File: config.mk
export PLATFORM = sky130hd
export DESIGN_NAME = pipe_stage_reg
export DESIGN_NICKNAME = d
export VERILOG_FILES = /design/src/rtl/pipe_pkg.sv /design/src/rtl/sat_counter.sv /design/src/rtl/pipe_stage_reg.sv
export SDC_FILE = /design/constraint.sdc
export NUM_CORES = 2
export LEC_CHECK = 0
export CAP_MARGIN = 20
export CORE_MARGIN = 2
export CORE_UTILIZATION = 28
export DETAILED_ROUTE_END_ITERATION = 10
export PLACE_DENSITY = 0.62
export SKIP_CTS_REPAIR_TIMING = 1
export SLEW_MARGIN = 20
export SYNTH_ARGS = -nofsm -noshare
export SYNTH_HDL_FRONTEND = slang
export SYNTH_SLANG_ARGS = --single-unit
File: constraint.sdc
create_clock -name clk -period 41.7 [get_ports clk]
set_input_delay 6.255 -clock clk [delete_from_list [all_inputs] [get_ports clk]]
set_output_delay 6.255 -clock clk [all_outputs]
set_load 0.02 [all_outputs]
File: src/rtl/pipe_pkg.sv
// Shared definitions for pipeline stage registers: occupancy states, legacy
// stall codes and a helper that maps a state to its entry count.
package pipe_pkg;

  typedef enum logic [1:0] {
    ST_EMPTY = 2'd0,
    ST_ONE   = 2'd1,
    ST_TWO   = 2'd2
  } stage_state_e;

  // Codes of the old three-way stall port, kept for wrappers around legacy latches.
  localparam logic [1:0] STALL_NEXT = 2'd0;
  localparam logic [1:0] STALL_KEEP = 2'd1;
  localparam logic [1:0] STALL_ZERO = 2'd2;

  localparam int DEFAULT_DATA_W = 256;

  function automatic logic [1:0] occupancy(input logic [1:0] st);
    logic [1:0] n;
    case (st)
      ST_ONE:  n = 2'd1;
      ST_TWO:  n = 2'd2;
      default: n = 2'd0;
    endcase
    return n;
  endfunction

endpackage

File: src/rtl/sat_counter.sv
// Saturating up-counter: increments on inc, sticks at all-ones, cleared by rst only.
module sat_counter #(
  parameter int W = 32
) (
  input  logic         clk,
  input  logic         rst,
  input  logic         inc,
  output logic [W-1:0] q
);

  logic [W-1:0] q_q;
  logic [W-1:0] q_d;

  always_comb begin
    q_d = q_q;
    if (inc && (q_q != {W{1'b1}})) begin
      q_d = q_q + W'(1);
    end
  end

  always_ff @(posedge clk or posedge rst) begin
    if (rst) begin
      q_q <= '0;
    end else begin
      q_q <= q_d;
    end
  end

  assign q = q_q;

endmodule

File: src/rtl/pipe_stage_reg.sv
// Reusable pipeline stage register with valid/ready handshake, flush and an
// optional skid entry that makes in_ready a pure flop output.
//
// Handshake: a beat moves on a rising edge when valid & ready are both high;
// a producer holding valid keeps its data stable until that edge, and valid
// never depends on ready on the same side.
module pipe_stage_reg
  import pipe_pkg::*;
#(
  parameter int DATA_W        = DEFAULT_DATA_W,
  parameter int SKID          = 1,
  parameter int ZERO_ON_FLUSH = 1,
  parameter int CNT_W         = 32
) (
  input  logic              clk,
  input  logic              rst,
  input  logic              flush,
  input  logic              in_valid,
  output logic              in_ready,
  input  logic [DATA_W-1:0] in_data,
  output logic              out_valid,
  input  logic              out_ready,
  output logic [DATA_W-1:0] out_data,
  output logic [1:0]        count,
  output logic [CNT_W-1:0]  stall_cycles,
  output logic [1:0]        dbg_state
);

  localparam logic [1:0] S_EMPTY = ST_EMPTY;
  localparam logic [1:0] S_ONE   = ST_ONE;
  localparam logic [1:0] S_TWO   = ST_TWO;

  logic [1:0]        state_q, state_d;
  logic [DATA_W-1:0] main_q, main_d;
  logic [DATA_W-1:0] skid_q, skid_d;
  logic [1:0]        count_q, count_d;
  logic              in_ready_q, in_ready_d;

  logic main_valid;
  logic accept;
  logic send;
  logic stall_inc;

  assign main_valid = (state_q != S_EMPTY);
  assign out_valid  = main_valid & ~flush;
  assign out_data   = main_q;
  assign count      = count_q;
  assign dbg_state  = state_q;

  // Without a skid entry the stage can only take a beat while the old one leaves.
  assign in_ready = (SKID != 0) ? in_ready_q : (out_ready | ~main_valid);

  assign accept    = in_valid & in_ready;
  assign send      = out_valid & out_ready;
  assign stall_inc = out_valid & ~out_ready;

  always_comb begin
    state_d = state_q;
    main_d  = main_q;
    skid_d  = skid_q;
    if (flush) begin
      state_d = S_EMPTY;
      if (ZERO_ON_FLUSH != 0) begin
        main_d = '0;
        skid_d = '0;
      end
    end else begin
      case (state_q)
        S_EMPTY: begin
          if (accept) begin
            state_d = S_ONE;
            main_d  = in_data;
          end
        end
        S_ONE: begin
          if (accept && send) begin
            main_d = in_data;
          end else if (accept && (SKID != 0)) begin
            state_d = S_TWO;
            skid_d  = in_data;
          end else if (send) begin
            state_d = S_EMPTY;
          end
        end
        S_TWO: begin
          // in_ready is low here, so only the drain of the main entry matters.
          if (send) begin
            state_d = S_ONE;
            main_d  = skid_q;
          end
        end
        default: begin
          state_d = S_EMPTY;
        end
      endcase
    end
  end

  always_comb begin
    count_d    = occupancy(state_d);
    in_ready_d = (state_d != S_TWO);
  end

  always_ff @(posedge clk or posedge rst) begin
    if (rst) begin
      state_q    <= S_EMPTY;
      main_q     <= '0;
      skid_q     <= '0;
      count_q    <= 2'd0;
      in_ready_q <= 1'b1;
    end else begin
      state_q    <= state_d;
      main_q     <= main_d;
      skid_q     <= skid_d;
      count_q    <= count_d;
      in_ready_q <= in_ready_d;
    end
  end

  sat_counter #(
    .W (CNT_W)
  ) u_stall_cnt (
    .clk (clk),
    .rst (rst),
    .inc (stall_inc),
    .q   (stall_cycles)
  );

endmodule

Word-level counts from Yosys, hierarchy flattened
Index checks and enable logic that the tools add are counted.
{ "word_totals": {"regBits": 549, "latch_bits": 0, "ram_bits": 0, "romBits": 0, "out_inout_bits": 294, "elab_cells": 48, "n_memories": 0} }
{ "classes": {"add_sub_neg": 1, "multipliers": 0, "div_mod_pow": 0, "magnitude_cmp": 0, "eq_ne": 10, "shifts": 0, "mux": 16, "bitwise_logic": 6, "n_reduce_logical": 9} }
{ "op_table": {"columns": ["operator", "n"], "rows": [
  ["$mux 256", 7],
  ["$pmux 256 s3", 1],
  ["$add 32x1->32 const B", 1],
  ["$ne 32x32->1 const B", 1],
  ["$mux 2", 6],
  ["$ne 3x3->1 const B", 3],
  ["$pmux 2 s3", 1],
  ["$reduce_bool 2->1", 3],
  ["$and 1x1->1", 4],
  ["$eq 2x1->1 const B", 2],
  ["$eq 2x2->1 const B", 2],
  ["$ne 2x2->1 const B", 2],
  ["$pmux 2 s2", 1],
  ["$reduce_and 4->1", 1],
  ["$reduce_bool 4->1", 1],
  ["$reduce_and 3->1", 1],
  ["$logic_and 1x1->1", 2],
  ["$logic_not 2->1", 1],
  ["$not 1->1", 2]
]} }

Longest topological paths before layout
{ "depth": {"ltp_word": 10, "ltp_mapped": 9, "mapped_depth_nobuf": 6} }

By module
Synthesis repeated with hierarchy kept, for this count alone.
{ "unflattened": {"cells_unflattened": 2426, "area_unflattened_um2": 24942.7} }
{ "modules_own_cells": {"columns": ["module", "n_inst", "cells_each", "area_each_um2", "seq_area_each_um2"], "rows": [
  ["pipe_stage_reg", 1, 2273, 23307.4, 12938.7],
  ["sat_counter", 1, 153, 1635.3, 800.8]
]} }

Worst setup path after synthesis
Ideal clock, no wire load.
{ "synth_path": {"path_type": "input-to-output", "from": "input flush", "to": "output out_valid", "t_arrival_ns": 6.563, "t_required_ns": 35.445, "path_slack_ns": 28.882, "path_stages": 2, "n_path_buf": 0, "path_cell_list": "o21bai_1 inv_2"} }
{ "synth_via": {"elab_chain_cells": 2} }
{ "synth_rtl": {"columns": ["element", "line_no", "source"], "rows": [
  ["start: declaration", "pipe_stage_reg.sv:17", "input logic flush,"],
  ["$not 1->1", "pipe_stage_reg.sv:45", "assign out_valid = main_valid & ~flush;"],
  ["$and 1x1->1", "pipe_stage_reg.sv:45", null],
  ["end: declaration", "pipe_stage_reg.sv:21", "output logic out_valid,"]
]} }
No other way between the ends.

Worst setup path after layout
Same ends and word-level chain as after synthesis.

==> results.md <==
* Yosys synthesis warning count at 0
* FFs w/ async S/R, synth at 100%
* Placement Cell Area at 31100 um2
* Worst vdd ir at 0.0000256 V
* Avg Cell Area, Syn at 10.3 um2
* Comb power frac at 15.4%
* Fin. Hold Viols at 0
* RSZ-0062 raised after global routing: false
* Clock sinks at 549
* GRT Residual Overflow at 0
* Final-stage net count at 3125
* Final setup margin at 27.59 ns
* Vert. Die Dim at 302 um
* Slew @ Worst Pin at 1.09 ns
* Critical hold path startpoint: out_data[182]$_DFFE_PP0P_
* Max cap viols at 0
* R2R Setup Slk at 37.80 ns
* Largest net degree at the start of global routing at 221
* Setup TNS at 0 ns
* Num CTS Buffers at 68
* Avg WL per Cell at 17.5 um
* Seq cells post-synth at 549
* Clock Latency Late Sink at 0.60 ns
* R2R Path Start: dbg_state[0]$_DFF_PP0_
* Leakage at 0.0133 uW
* Core area at 88100 um2
* Max-slew headroom at 27.2%
* Final Instance Area at 33400 um2
* Io pins at 555
* Post-synth top area cell: dfrtp_1
* Vias per std cell at 4.53
* Reg2reg end: out_data[51]$_DFFE_PP0P_
* Initial core utilization at 28.2%
* Worst-path maximum fanout at 173
* Setup crit end kind: primary output
* Placer Congestion at 0.811
* Yosys top cell area share at 55.3%
* Clk Tree Root Cell: clkbuf_16
* Reg area at 13700 um2
* Register-to-Register Path Depth at 7
* Worst hold path depth at 2
* Mapped Cells at 2412
* Period utilization at 33.8%
* Fmax at 70.9 MHz
* CP Launch Type: input port
* Final HPWL DP at 46000 um
* Post-route ant nets at 0
* Die Area at 91000 um2
* Die W at 302 um
* Final Power at 1420 uW
* CP peak stage delay at 0.64 ns
* CTS tree: yes
* Top Family by Delay on Critical Path: buffers and inverters
* Layout cells sized above 1 at 4.78%
* Crit path buf inv count at 3
* Worst Hold End: out_data[182]$_DFFE_PP0P_
* Count leader, synth: dfrtp_1
* Most used DFF post-synth: dfrtp_1
* Worst path required time at 35.44 ns
* Final WL at 71300 um
* Setup CP Type: input port to primary output
* Fill count at 8820
* Post-synth cell types at 38
* Sw Share at 27.2%
* Syn Nets at 2674
* Vias in the first global route at 18081
* Synth top area cells: dfrtp_1 55%, mux2i_1 10%, nand2_1 8.0%, o31ai_1 7.7%, nand2b_1 6.5%
* Critical path's slowest cell: buf_8
* Int Power at 1030 uW
* Status: finished clean
* Clock Path Buffers at 3
* Register area share after synthesis at 55.4%
* Clock network fraction of total power at 41.9%
* # setup viols final at 0
* Initial DRC count at 1074
* Clock transition at path regs at 0.05 ns
* H-tree levels at 3
* PwrDens at 42.4 nW/um2
* Synth cell count leaders: 548 x dfrtp_1, 528 x nand2_1, 259 x nand2b_1
* EDFF count, synth at 0
* Worst Path Arrival at 7.86 ns
* Crit-path cells: buf_8 > o21bai_1 > inv_2 > clkdlybuf4s50_1
* Row count at 109
* Area of the multi-input gates at 10100 um2
* Switching power at 385 uW
* DRC at 0
* Pre-CTS setup slack at 27.53 ns
* 1st-pass router iterations at 5
* Fin. max-slew vios at 0
* First-pass GRT wire length at 110000 um
* Mapped cell area at 24800 um2
* Area Growth Syn to Fin at 34.6%
* Number of port buffers at 554
* Initial antenna violation count at 20
* Gr usage total at 15.4%
* Hold Crit Class: register to register
* Min cycle time layout at 14.11 ns
* Part of the power in registers at 42.7%
* Clock skew at 0.0270 ns
* Via count at 18505
[worst max path at each step]
stage	depth (start not counted)	slack, ns	end	start
2_1_floorplan	1	20.10	count[0]$_DFF_PP0_	rst
3_3_place_gp	4	27.51	out_valid	flush
3_5_place_dp	4	27.53	out_valid	flush
4_1_cts	4	27.52	out_valid	flush
5_1_grt	4	27.45	out_valid	flush
6_report	4	27.59	out_valid	flush
[worst reg2reg max path, delay by kind of cell (launching register included)]
kind	cells	cell delay (ns)
AOI/OAI and AO/OA	2	0.40
buffers and inverters	3	2.56
DFF	1	0.50
and+or+nand+nor	2	0.36
[power groups by stage]
stage	Sequential (uW)	Combinational, uW	Clock (uW)
final	605	219	594
after global routing	610	240	637
after CTS	605	223	615
after detailed placement	614	222	0
after global placement	612	220	0
after floorplan	641	86.1	0
[cells in the final DEF, fill, tap and decap left out, types with 11 or more instances in the layout]
cell type / count
nor2_1: 15
clkbuf_16: 70
xnor2_1: 14
buf_4: 24
mux2i_1: 256
nand2_1: 528
o31ai_1: 256
diode_2: 11
clkbuf_8: 12
xor2_1: 15
clkdlybuf4s50_1: 553
dfrtp_1: 548
nand2b_1: 259
o21ai_0: 258
clkbuf_1: 17
[logic make-up after synthesis]
logic type,after synthesis,synth area share [%]
AOI/OAI and AO/OA,523,13.4
xor gates and xnor gates,29,1.02
adders and majority gates,1,0.0504
buffers and inverters,205,3.83
DFF,549,55.4
muxes,258,10.4
and+or+nand+nor,847,15.9
[final cells by class]
type | count | area share [%]
flip-flops and latches | 549 | 41.1
multi-input cells | 1658 | 30.4
repair buffers | 580 | 17.3
clock buffers | 99 | 5.93
well taps | 1165 | 4.37
clock inverters | 18 | 0.731
inverters | 6 | 0.0899
diodes | 11 | 0.0824
[sequential cells by signal, indices dropped and copies added, names as in the netlist]
name / count
out_data: 256
skid_q: 256
u_stall_cnt.q: 32
count: 2
dbg_state: 2
in_ready: 1
[metrics by stage]
step | hold WS [ns] | utilization, % | std cells
after floorplan | 0.449 | - | 2412
after global placement | 0.457 | 35.3 | 3958
after detailed placement | 0.465 | 35.3 | 3958
after CTS | 0.477 | 37.9 | 4075
after global routing | 0.490 | 37.9 | 4084
final | 0.471 | 37.9 | 4086
[layer usage]
metal	routed length [um]	GRT usage, %
met1	30800	19.8
met2	33200	24.1
met3	4880	4.60
met4	2310	6.33
met5	100	0
Note: power is estimated with default switching activity, not from simulation.
